`config.mk`:
```
export PLATFORM = sky130hd
export DESIGN_NAME = wbu_fifo_arb_flat
export DESIGN_NICKNAME = d
export VERILOG_FILES = /design/src/rtl/wbu_pkg.sv /design/src/rtl/wbu_fifo_arb_if.sv /design/src/rtl/wbu_fill_ctr.sv /design/src/rtl/wbu_fifo_arb.sv /design/src/flat_wrapper.sv
export SDC_FILE = /design/constraint.sdc
export NUM_CORES = 1
export LEC_CHECK = 0
export CAP_MARGIN = 10
export CORE_MARGIN = 2
export CORE_UTILIZATION = 44
export DETAILED_ROUTE_END_ITERATION = 7
export HOLD_SLACK_MARGIN = 0.1
export PLACE_DENSITY = 0.86
export SYNTH_ARGS = -nofsm -noshare
export SYNTH_HDL_FRONTEND = slang
export SYNTH_HIERARCHICAL = 1
export SYNTH_SLANG_ARGS = --single-unit
```
`constraint.sdc`:
```
create_clock -name i_clk -period 11.2 [get_ports i_clk]
set_input_delay 2.24 -clock i_clk [delete_from_list [all_inputs] [get_ports i_clk]]
set_output_delay 2.24 -clock i_clk [all_outputs]
set_load 0.01 [all_outputs]
```
`src/rtl/wbu_pkg.sv`:
```
`default_nettype none
// +----------------------------------------------------------------------+
// | wbu_pkg : shared types and defaults for the wishbone-JTAG FIFO front  |
// | Rev 1.0                                                               |
// +----------------------------------------------------------------------+
package wbu_pkg;

  typedef enum logic [1:0] {
    ARB_IDLE  = 2'b00,
    ARB_OWN_A = 2'b01,
    ARB_OWN_B = 2'b10
  } arb_state_t;

  // Names the requester that won the most recent transfer
  typedef enum logic {
    RR_A = 1'b0,
    RR_B = 1'b1
  } rr_t;

  localparam int C_DEFAULT_BW     = 36;
  localparam int C_DEFAULT_LGFLEN = 10;

endpackage
`default_nettype wire

```
`src/rtl/wbu_fifo_arb_if.sv`:
```
`default_nettype none
// +----------------------------------------------------------------------+
// | wbu_fifo_arb_if : requester, FIFO-write and occupancy signals         |
// | Rev 1.0                                                               |
// +----------------------------------------------------------------------+
interface wbu_fifo_arb_if
  import wbu_pkg::*;
#(
  parameter int BW     = C_DEFAULT_BW,
  parameter int LGFLEN = C_DEFAULT_LGFLEN
);
  logic              i_a_stb;
  logic [BW-1:0]     i_a_data;
  logic              i_a_last;
  logic              o_a_ready;
  logic              i_b_stb;
  logic [BW-1:0]     i_b_data;
  logic              i_b_last;
  logic              o_b_ready;
  logic              o_fifo_wr;
  logic [BW-1:0]     o_fifo_data;
  logic              i_fifo_rd;
  logic              i_fifo_empty_n;
  logic [LGFLEN:0]   o_fill;
  logic              o_full;
  logic              o_err;

  modport slave (
    input  i_a_stb, i_a_data, i_a_last, i_b_stb, i_b_data, i_b_last,
           i_fifo_rd, i_fifo_empty_n,
    output o_a_ready, o_b_ready, o_fifo_wr, o_fifo_data, o_fill, o_full, o_err
  );

  modport master (
    output i_a_stb, i_a_data, i_a_last, i_b_stb, i_b_data, i_b_last,
           i_fifo_rd, i_fifo_empty_n,
    input  o_a_ready, o_b_ready, o_fifo_wr, o_fifo_data, o_fill, o_full, o_err
  );
endinterface
`default_nettype wire

```
`src/rtl/wbu_fill_ctr.sv`:
```
`default_nettype none
// +----------------------------------------------------------------------+
// | wbu_fill_ctr : saturating FIFO occupancy counter (0..FLEN)            |
// | Rev 1.0                                                               |
// +----------------------------------------------------------------------+
module wbu_fill_ctr
  import wbu_pkg::*;
#(
  parameter int LGFLEN = C_DEFAULT_LGFLEN
) (
  input  wire logic              i_clk,
  input  wire logic              i_reset,
  input  wire logic              i_inc,
  input  wire logic              i_dec,
  output logic     [LGFLEN:0]    o_fill,
  output logic                   o_full
);
  localparam logic [LGFLEN:0] C_FLEN = {1'b1, {LGFLEN{1'b0}}};
  localparam logic [LGFLEN:0] C_ONE  = {{LGFLEN{1'b0}}, 1'b1};

  logic [LGFLEN:0] r_fill;

  // Simultaneous inc and dec cancel; both directions guard against wrap
  always_ff @(posedge i_clk) begin
    if (i_reset)
      r_fill <= '0;
    else if (i_inc && !i_dec && (r_fill != C_FLEN))
      r_fill <= r_fill + C_ONE;
    else if (i_dec && !i_inc && (r_fill != '0))
      r_fill <= r_fill - C_ONE;
  end

  assign o_fill = r_fill;
  assign o_full = (r_fill == C_FLEN);
endmodule
`default_nettype wire

```
`src/rtl/wbu_fifo_arb.sv`:
```
`default_nettype none
// +----------------------------------------------------------------------+
// | wbu_fifo_arb : round-robin two-requester writer for the codeword FIFO |
// | Optional packet lock: define WBUFIFO_ARB_LOCK_EN.   Rev 1.0           |
// +----------------------------------------------------------------------+
module wbu_fifo_arb
  import wbu_pkg::*;
#(
  parameter int BW     = C_DEFAULT_BW,
  parameter int LGFLEN = C_DEFAULT_LGFLEN
) (
  input  wire logic       i_clk,
  input  wire logic       i_reset,
  wbu_fifo_arb_if.slave   bus
);
  arb_state_t        r_state;
  arb_state_t        w_state_next;
  rr_t               r_rr;
  logic              w_grant_a;
  logic              w_grant_b;
  logic              w_ready_a;
  logic              w_ready_b;
  logic              w_acc_a;
  logic              w_acc_b;
  logic              w_full;
  logic [LGFLEN:0]   w_fill;
  logic              r_fifo_wr;
  logic [BW-1:0]     r_fifo_data;
  logic              r_err;

  always_ff @(posedge i_clk) begin
    if (i_reset)
      r_state <= ARB_IDLE;
    else
      r_state <= w_state_next;
  end

  always_comb begin
    w_grant_a    = bus.i_a_stb && (!bus.i_b_stb || (r_rr == RR_B));
    w_grant_b    = bus.i_b_stb && !w_grant_a;
    w_state_next = r_state;
`ifdef WBUFIFO_ARB_LOCK_EN
    // An owner keeps the grant even while its strobe is low
    case (r_state)
      ARB_OWN_A: begin
        w_grant_a = 1'b1;
        w_grant_b = 1'b0;
      end
      ARB_OWN_B: begin
        w_grant_a = 1'b0;
        w_grant_b = 1'b1;
      end
      default: ;
    endcase
`endif
    w_ready_a = w_grant_a && !w_full;
    w_ready_b = w_grant_b && !w_full;
    w_acc_a   = bus.i_a_stb && w_ready_a;
    w_acc_b   = bus.i_b_stb && w_ready_b;
`ifdef WBUFIFO_ARB_LOCK_EN
    case (r_state)
      ARB_IDLE: begin
        if (w_acc_a && !bus.i_a_last)
          w_state_next = ARB_OWN_A;
        else if (w_acc_b && !bus.i_b_last)
          w_state_next = ARB_OWN_B;
      end
      ARB_OWN_A: if (w_acc_a && bus.i_a_last) w_state_next = ARB_IDLE;
      ARB_OWN_B: if (w_acc_b && bus.i_b_last) w_state_next = ARB_IDLE;
      default:   w_state_next = ARB_IDLE;
    endcase
`else
    w_state_next = ARB_IDLE;
`endif
  end

`ifndef WBUFIFO_ARB_LOCK_EN
  logic w_unused;
  assign w_unused = ^{bus.i_a_last, bus.i_b_last, r_state};
`endif

  always_ff @(posedge i_clk) begin
    if (i_reset)
      r_rr <= RR_B;
    else if (w_acc_a)
      r_rr <= RR_A;
    else if (w_acc_b)
      r_rr <= RR_B;
  end

  always_ff @(posedge i_clk) begin
    if (i_reset) begin
      r_fifo_wr   <= 1'b0;
      r_fifo_data <= '0;
    end else begin
      r_fifo_wr <= w_acc_a || w_acc_b;
      if (w_acc_a)
        r_fifo_data <= bus.i_a_data;
      else if (w_acc_b)
        r_fifo_data <= bus.i_b_data;
    end
  end

  always_ff @(posedge i_clk) begin
    if (i_reset)
      r_err <= 1'b0;
    else if (bus.i_fifo_rd && !bus.i_fifo_empty_n)
      r_err <= 1'b1;
  end

  // Counting at accept time covers the word still in the output register
  wbu_fill_ctr #(
    .LGFLEN (LGFLEN)
  ) u_fill_ctr (
    .i_clk   (i_clk),
    .i_reset (i_reset),
    .i_inc   (w_acc_a || w_acc_b),
    .i_dec   (bus.i_fifo_rd && bus.i_fifo_empty_n),
    .o_fill  (w_fill),
    .o_full  (w_full)
  );

  assign bus.o_a_ready   = w_ready_a;
  assign bus.o_b_ready   = w_ready_b;
  assign bus.o_fifo_wr   = r_fifo_wr;
  assign bus.o_fifo_data = r_fifo_data;
  assign bus.o_fill      = w_fill;
  assign bus.o_full      = w_full;
  assign bus.o_err       = r_err;
endmodule
`default_nettype wire

```
`src/flat_wrapper.sv`:
```
// flat-port wrapper written by rule: the top's interface ports become plain ports
module wbu_fifo_arb_flat import wbu_pkg::*;
#(
  parameter int BW     = C_DEFAULT_BW,
  parameter int LGFLEN = C_DEFAULT_LGFLEN
)
  (i_clk, i_reset, bus_i_a_stb, bus_i_a_data, bus_i_a_last, bus_i_b_stb, bus_i_b_data, bus_i_b_last, bus_i_fifo_rd, bus_i_fifo_empty_n, bus_o_a_ready, bus_o_b_ready, bus_o_fifo_wr, bus_o_fifo_data, bus_o_fill, bus_o_full, bus_o_err);
  wbu_fifo_arb_if #(.BW(BW), .LGFLEN(LGFLEN)) bus_i ();
  input  wire logic i_clk;
  input  wire logic i_reset;
  input wire logic [$bits(bus_i.i_a_stb)-1:0] bus_i_a_stb;
  input wire logic [$bits(bus_i.i_a_data)-1:0] bus_i_a_data;
  input wire logic [$bits(bus_i.i_a_last)-1:0] bus_i_a_last;
  input wire logic [$bits(bus_i.i_b_stb)-1:0] bus_i_b_stb;
  input wire logic [$bits(bus_i.i_b_data)-1:0] bus_i_b_data;
  input wire logic [$bits(bus_i.i_b_last)-1:0] bus_i_b_last;
  input wire logic [$bits(bus_i.i_fifo_rd)-1:0] bus_i_fifo_rd;
  input wire logic [$bits(bus_i.i_fifo_empty_n)-1:0] bus_i_fifo_empty_n;
  output wire logic [$bits(bus_i.o_a_ready)-1:0] bus_o_a_ready;
  output wire logic [$bits(bus_i.o_b_ready)-1:0] bus_o_b_ready;
  output wire logic [$bits(bus_i.o_fifo_wr)-1:0] bus_o_fifo_wr;
  output wire logic [$bits(bus_i.o_fifo_data)-1:0] bus_o_fifo_data;
  output wire logic [$bits(bus_i.o_fill)-1:0] bus_o_fill;
  output wire logic [$bits(bus_i.o_full)-1:0] bus_o_full;
  output wire logic [$bits(bus_i.o_err)-1:0] bus_o_err;
  assign bus_i.i_a_stb = bus_i_a_stb;
  assign bus_i.i_a_data = bus_i_a_data;
  assign bus_i.i_a_last = bus_i_a_last;
  assign bus_i.i_b_stb = bus_i_b_stb;
  assign bus_i.i_b_data = bus_i_b_data;
  assign bus_i.i_b_last = bus_i_b_last;
  assign bus_i.i_fifo_rd = bus_i_fifo_rd;
  assign bus_i.i_fifo_empty_n = bus_i_fifo_empty_n;
  assign bus_o_a_ready = bus_i.o_a_ready;
  assign bus_o_b_ready = bus_i.o_b_ready;
  assign bus_o_fifo_wr = bus_i.o_fifo_wr;
  assign bus_o_fifo_data = bus_i.o_fifo_data;
  assign bus_o_fill = bus_i.o_fill;
  assign bus_o_full = bus_i.o_full;
  assign bus_o_err = bus_i.o_err;
  wbu_fifo_arb #(.BW(BW), .LGFLEN(LGFLEN)) u_core (.i_clk(i_clk), .i_reset(i_reset), .bus(bus_i));
endmodule
```
==> flow_metrics.py <==
metrics = {
    "run_status": {
        "outcome": "finished, final reports clean",
    },
    "floorplanning": {
        "initial_core_util": 0.459,
        "rows": 28,
        "die_h_um": 82.8,
        "io_pins": 132,
        "core_area_mm2": 0.00596,
        "dieArea_mm2": 0.00686,
        "dieWidth_um": 82.8,
    },
    "drt": {
        "final_antenna_net_count": 0,
        "initialDrtViolationCount": 196,
        "wl_per_cell_um": 16.6,
        "dr.pass1.iters": 5,
        "routed_wl_um": 8560,
        "drc": 0,
        "vias": 2906,
        "post_drt_via_cell_ratio": 5.63,
    },
    "sta": {
        "report.final.hold_viol_count": 0,
        "maxSlewViolCount": 0,
        "relSlewSlack": 0.463,
        "timing.final.crit_share": 0.584,
        "setup_viol": 0,
        "rsz0062_at_grt": "false",
        "fmaxAchievable_ghz": 0.153,
        "tightest_slew_ns": 0.803,
        "min_period_ns": 6.54,
        "fin_ws_ns": 4.66,
        "setup-tns-final_ns": 0,
        "fin_skew_ns": 0.00680,
    },
    "synth": {
        "syn_avg_cell_area_um2": 8.38,
        "syn-cell-area_mm2": 0.00273,
        "yosysSeqAreaShare": 0.366,
        "ys.warnings.count": 6,
        "synth_top_area_cell": "dfxtp_1",
        "yosysTopAreaCellShare": 0.366,
        "synth_edf_count": 0,
        "synth_fp_nets": 416,
        "synth-main-ff-cell": "dfxtp_1",
        "synth_cells": 326,
        "synthTopCellsByArea": "dfxtp_1 37%, nand2_1 12%, o31ai_1 10%",
        "ys_ff_latch": 50,
        "yosys.cell_types.count": 46,
        "postSynth.asyncResetShare": 0,
    },
    "clock_network": {
        "numCtsBuffers": 5,
        "clockRootBuffer": "clkbuf_8",
        "ctsHtreeMaxLevel": 2,
        "cts_tree": "built",
        "clk_latency_ns": 0.30,
        "cts_hold_buf": 0,
        "path_clk_slew_ns": 0.09,
        "postCtsSetupBuffers": 0,
        "cts_sinks": 50,
        "post_cts_resized": 0,
        "cts_buffer_depth": 2,
    },
    "critical_path": {
        "start_kind": "input port",
        "cp_slowest_stage_delay_ns": 0.58,
        "reg2reg_from": "u_core/u_fill_ctr/o_fill[2]",
        "r2r_slack_ns": 6.05,
        "crit_top_cell": "clkdlybuf4s50_1",
        "critPathLaunch": "bus_i_a_stb",
        "crit_family": "buffers and inverters",
        "crit_arrival_ns": 4.30,
        "r2r-end": "u_core/u_fill_ctr/o_fill[10]",
        "worstPathRequired_ns": 8.96,
        "worstPathCellList": "clkdlybuf4s50_1, nand2b_4, or2_4, inv_1, clkdlybuf4s50_1",
        "worst_path_max_delay_cell": "clkdlybuf4s50_1",
        "cp_max_fo": 39,
        "critPathCaptureType": "output pin",
        "rr_worst_depth": 13,
        "critPathKind": "input port to output pin",
        "timing.critical_path.buf_inv": 3,
    },
    "pwr": {
        "powerDensity_mw_per_mm2": 159,
        "leakage_nw": 1.61,
        "ir_drop_v": 0.000120,
    },
    "final_layout": {
        "seq_area_mm2": 0.00100,
        "drive_above_1_share": 0.0771,
        "multi_input_area_mm2": 0.00159,
        "stdcell_count": 516,
        "syn2layout_area_growth_pct": 52.1,
        "final_cell_area_mm2": 0.00416,
        "antenna_cells": 0,
        "fin_nets": 530,
        "utilization": 0.698,
        "fillers": 458,
    },
    "global_route": {
        "grt_pass1_wl_um": 14100,
        "overflow": 0,
        "grt_usage": 0.243,
        "grt_pass1_vias": 2833,
        "antenna_found_initial": 0,
        "grt_max_degree": 40,
    },
    "flow_run": {
        "drv_cap": 0,
    },
    "place": {
        "dp.cells": 508,
        "dpl_cell_area_mm2": 0.00401,
        "finalWeightedCongestion": 0.938,
        "portBuffers": 129,
        "hpwl_um": 5920,
        "pre_cts_slack_ns": 4.68,
    },
    "hold_path": {
        "hold_start": "u_core/bus.o_err",
        "hold_path_depth": 2,
        "hp-class": "flip-flop to flip-flop",
        "holdPathEnd": "u_core/bus.o_err",
    },
}
-- cells in the final DEF (no fill, tap or decap), types with 2 or more instances in the layout --
cell and count:
ha_1 9, a211oi_1 3, a21oi_1 13, or4_1 2, clkdlybuf4s50_1 129, nand2b_1 5, bufinv_16 2, o31ai_1 37
nand2_1 86, a21o_1 8, a31oi_2 10, nand3b_1 3, clkbuf_8 6, nor2b_2 2, nor2_1 8, nor2b_1 2
and3_1 3, buf_4 3, xnor2_1 6, dfxtp_1 50, inv_1 3, a31oi_1 26
-- area by class of cell --
class,instances,share of cell area
Clock buffer,6,0.0199
Clock inverter,2,0.0144
Inverter,4,0.00361
Multi-Input combinational cell,247,0.383
Sequential cell,50,0.241
Tap cell,75,0.0226
Timing Repair Buffer,132,0.316
-- stage by stage --
stage,total power [W],hold WS (ns)
6_report,0.000660,0.475
5_1_grt,0.000698,0.504
4_1_cts,0.000661,0.479
3_5_place_dp,0.000505,0.460
3_3_place_gp,0.000498,0.456
2_1_floorplan,0.000395,0.493
-- layer usage --
metal,wire length [µm],global-route usage
met5,0,0
met4,163,0.0671
met3,564,0.0537
met2,4030,0.394
met1,3810,0.327
-- cell usage after synthesis (2+ instances only) --
library cell	n
nand2_1	86
dfxtp_1	50
o31ai_1	37
a31oi_1	26
a21oi_1	13
clkbuf_1	11
a31oi_2	10
ha_1	9
a21o_1	8
nor2_1	8
buf_2	6
xnor2_1	6
nand2b_1	5
buf_1	4
buf_6	4
nor2b_1	4
a211oi_1	3
and3_1	3
inv_1	3
nand3b_1	3
or4_1	2
-- logic make-up after synthesis --
| family | synth area share |
|---|---|
| buffers and inverters | 0.0536 |
| flip-flops | 0.366 |
| multiplexers | 0.00824 |
| adder cells (fa/ha/maj) | 0.0485 |
| AO/OA/AOI/OAI | 0.303 |
| AND/OR/NAND/NOR | 0.201 |
| XOR/XNOR | 0.0192 |
-- worst register-to-register path: cells and delay by family, from the launching register on --
kind / cells / cell delay [ns]
AO/OA/AOI/OAI: 4 / 1.07
flip-flops: 1 / 0.34
adder cells (fa/ha/maj): 1 / 0.43
AND/OR/NAND/NOR: 7 / 2.81
multiplexers: 1 / 0.45
-- how the worst max path moves through the flow --
stage,endpoint,cells after the start,slack (ns)
2_1_floorplan,bus_o_a_ready,5,6.00
3_3_place_gp,bus_o_a_ready,5,4.68
3_5_place_dp,bus_o_a_ready,5,4.68
4_1_cts,bus_o_a_ready,5,4.68
5_1_grt,bus_o_a_ready,5,4.61
6_report,bus_o_a_ready,5,4.66
-- state kept, by name, indices dropped and copies added, names as in the netlist --
| register | cells |
|---|---|
| u_core/bus.o_err | 1 |
| u_core/r_rr | 1 |
| u_core/bus.o_fifo_data | 36 |
| u_core/bus.o_fifo_wr | 1 |
| u_core/u_fill_ctr/o_fill | 11 |
-- power by group --
part | total (W) | switching, W | internal, W
Combinational | 0.000279 | 0.000138 | 0.000141
Sequential | 0.000225 | 0.0000212 | 0.000204
Clock | 0.000155 | 0.0000598 | 0.0000953
Total | 0.000660 | 0.000219 | 0.000441
Note: power is estimated with default switching activity, not from simulation.
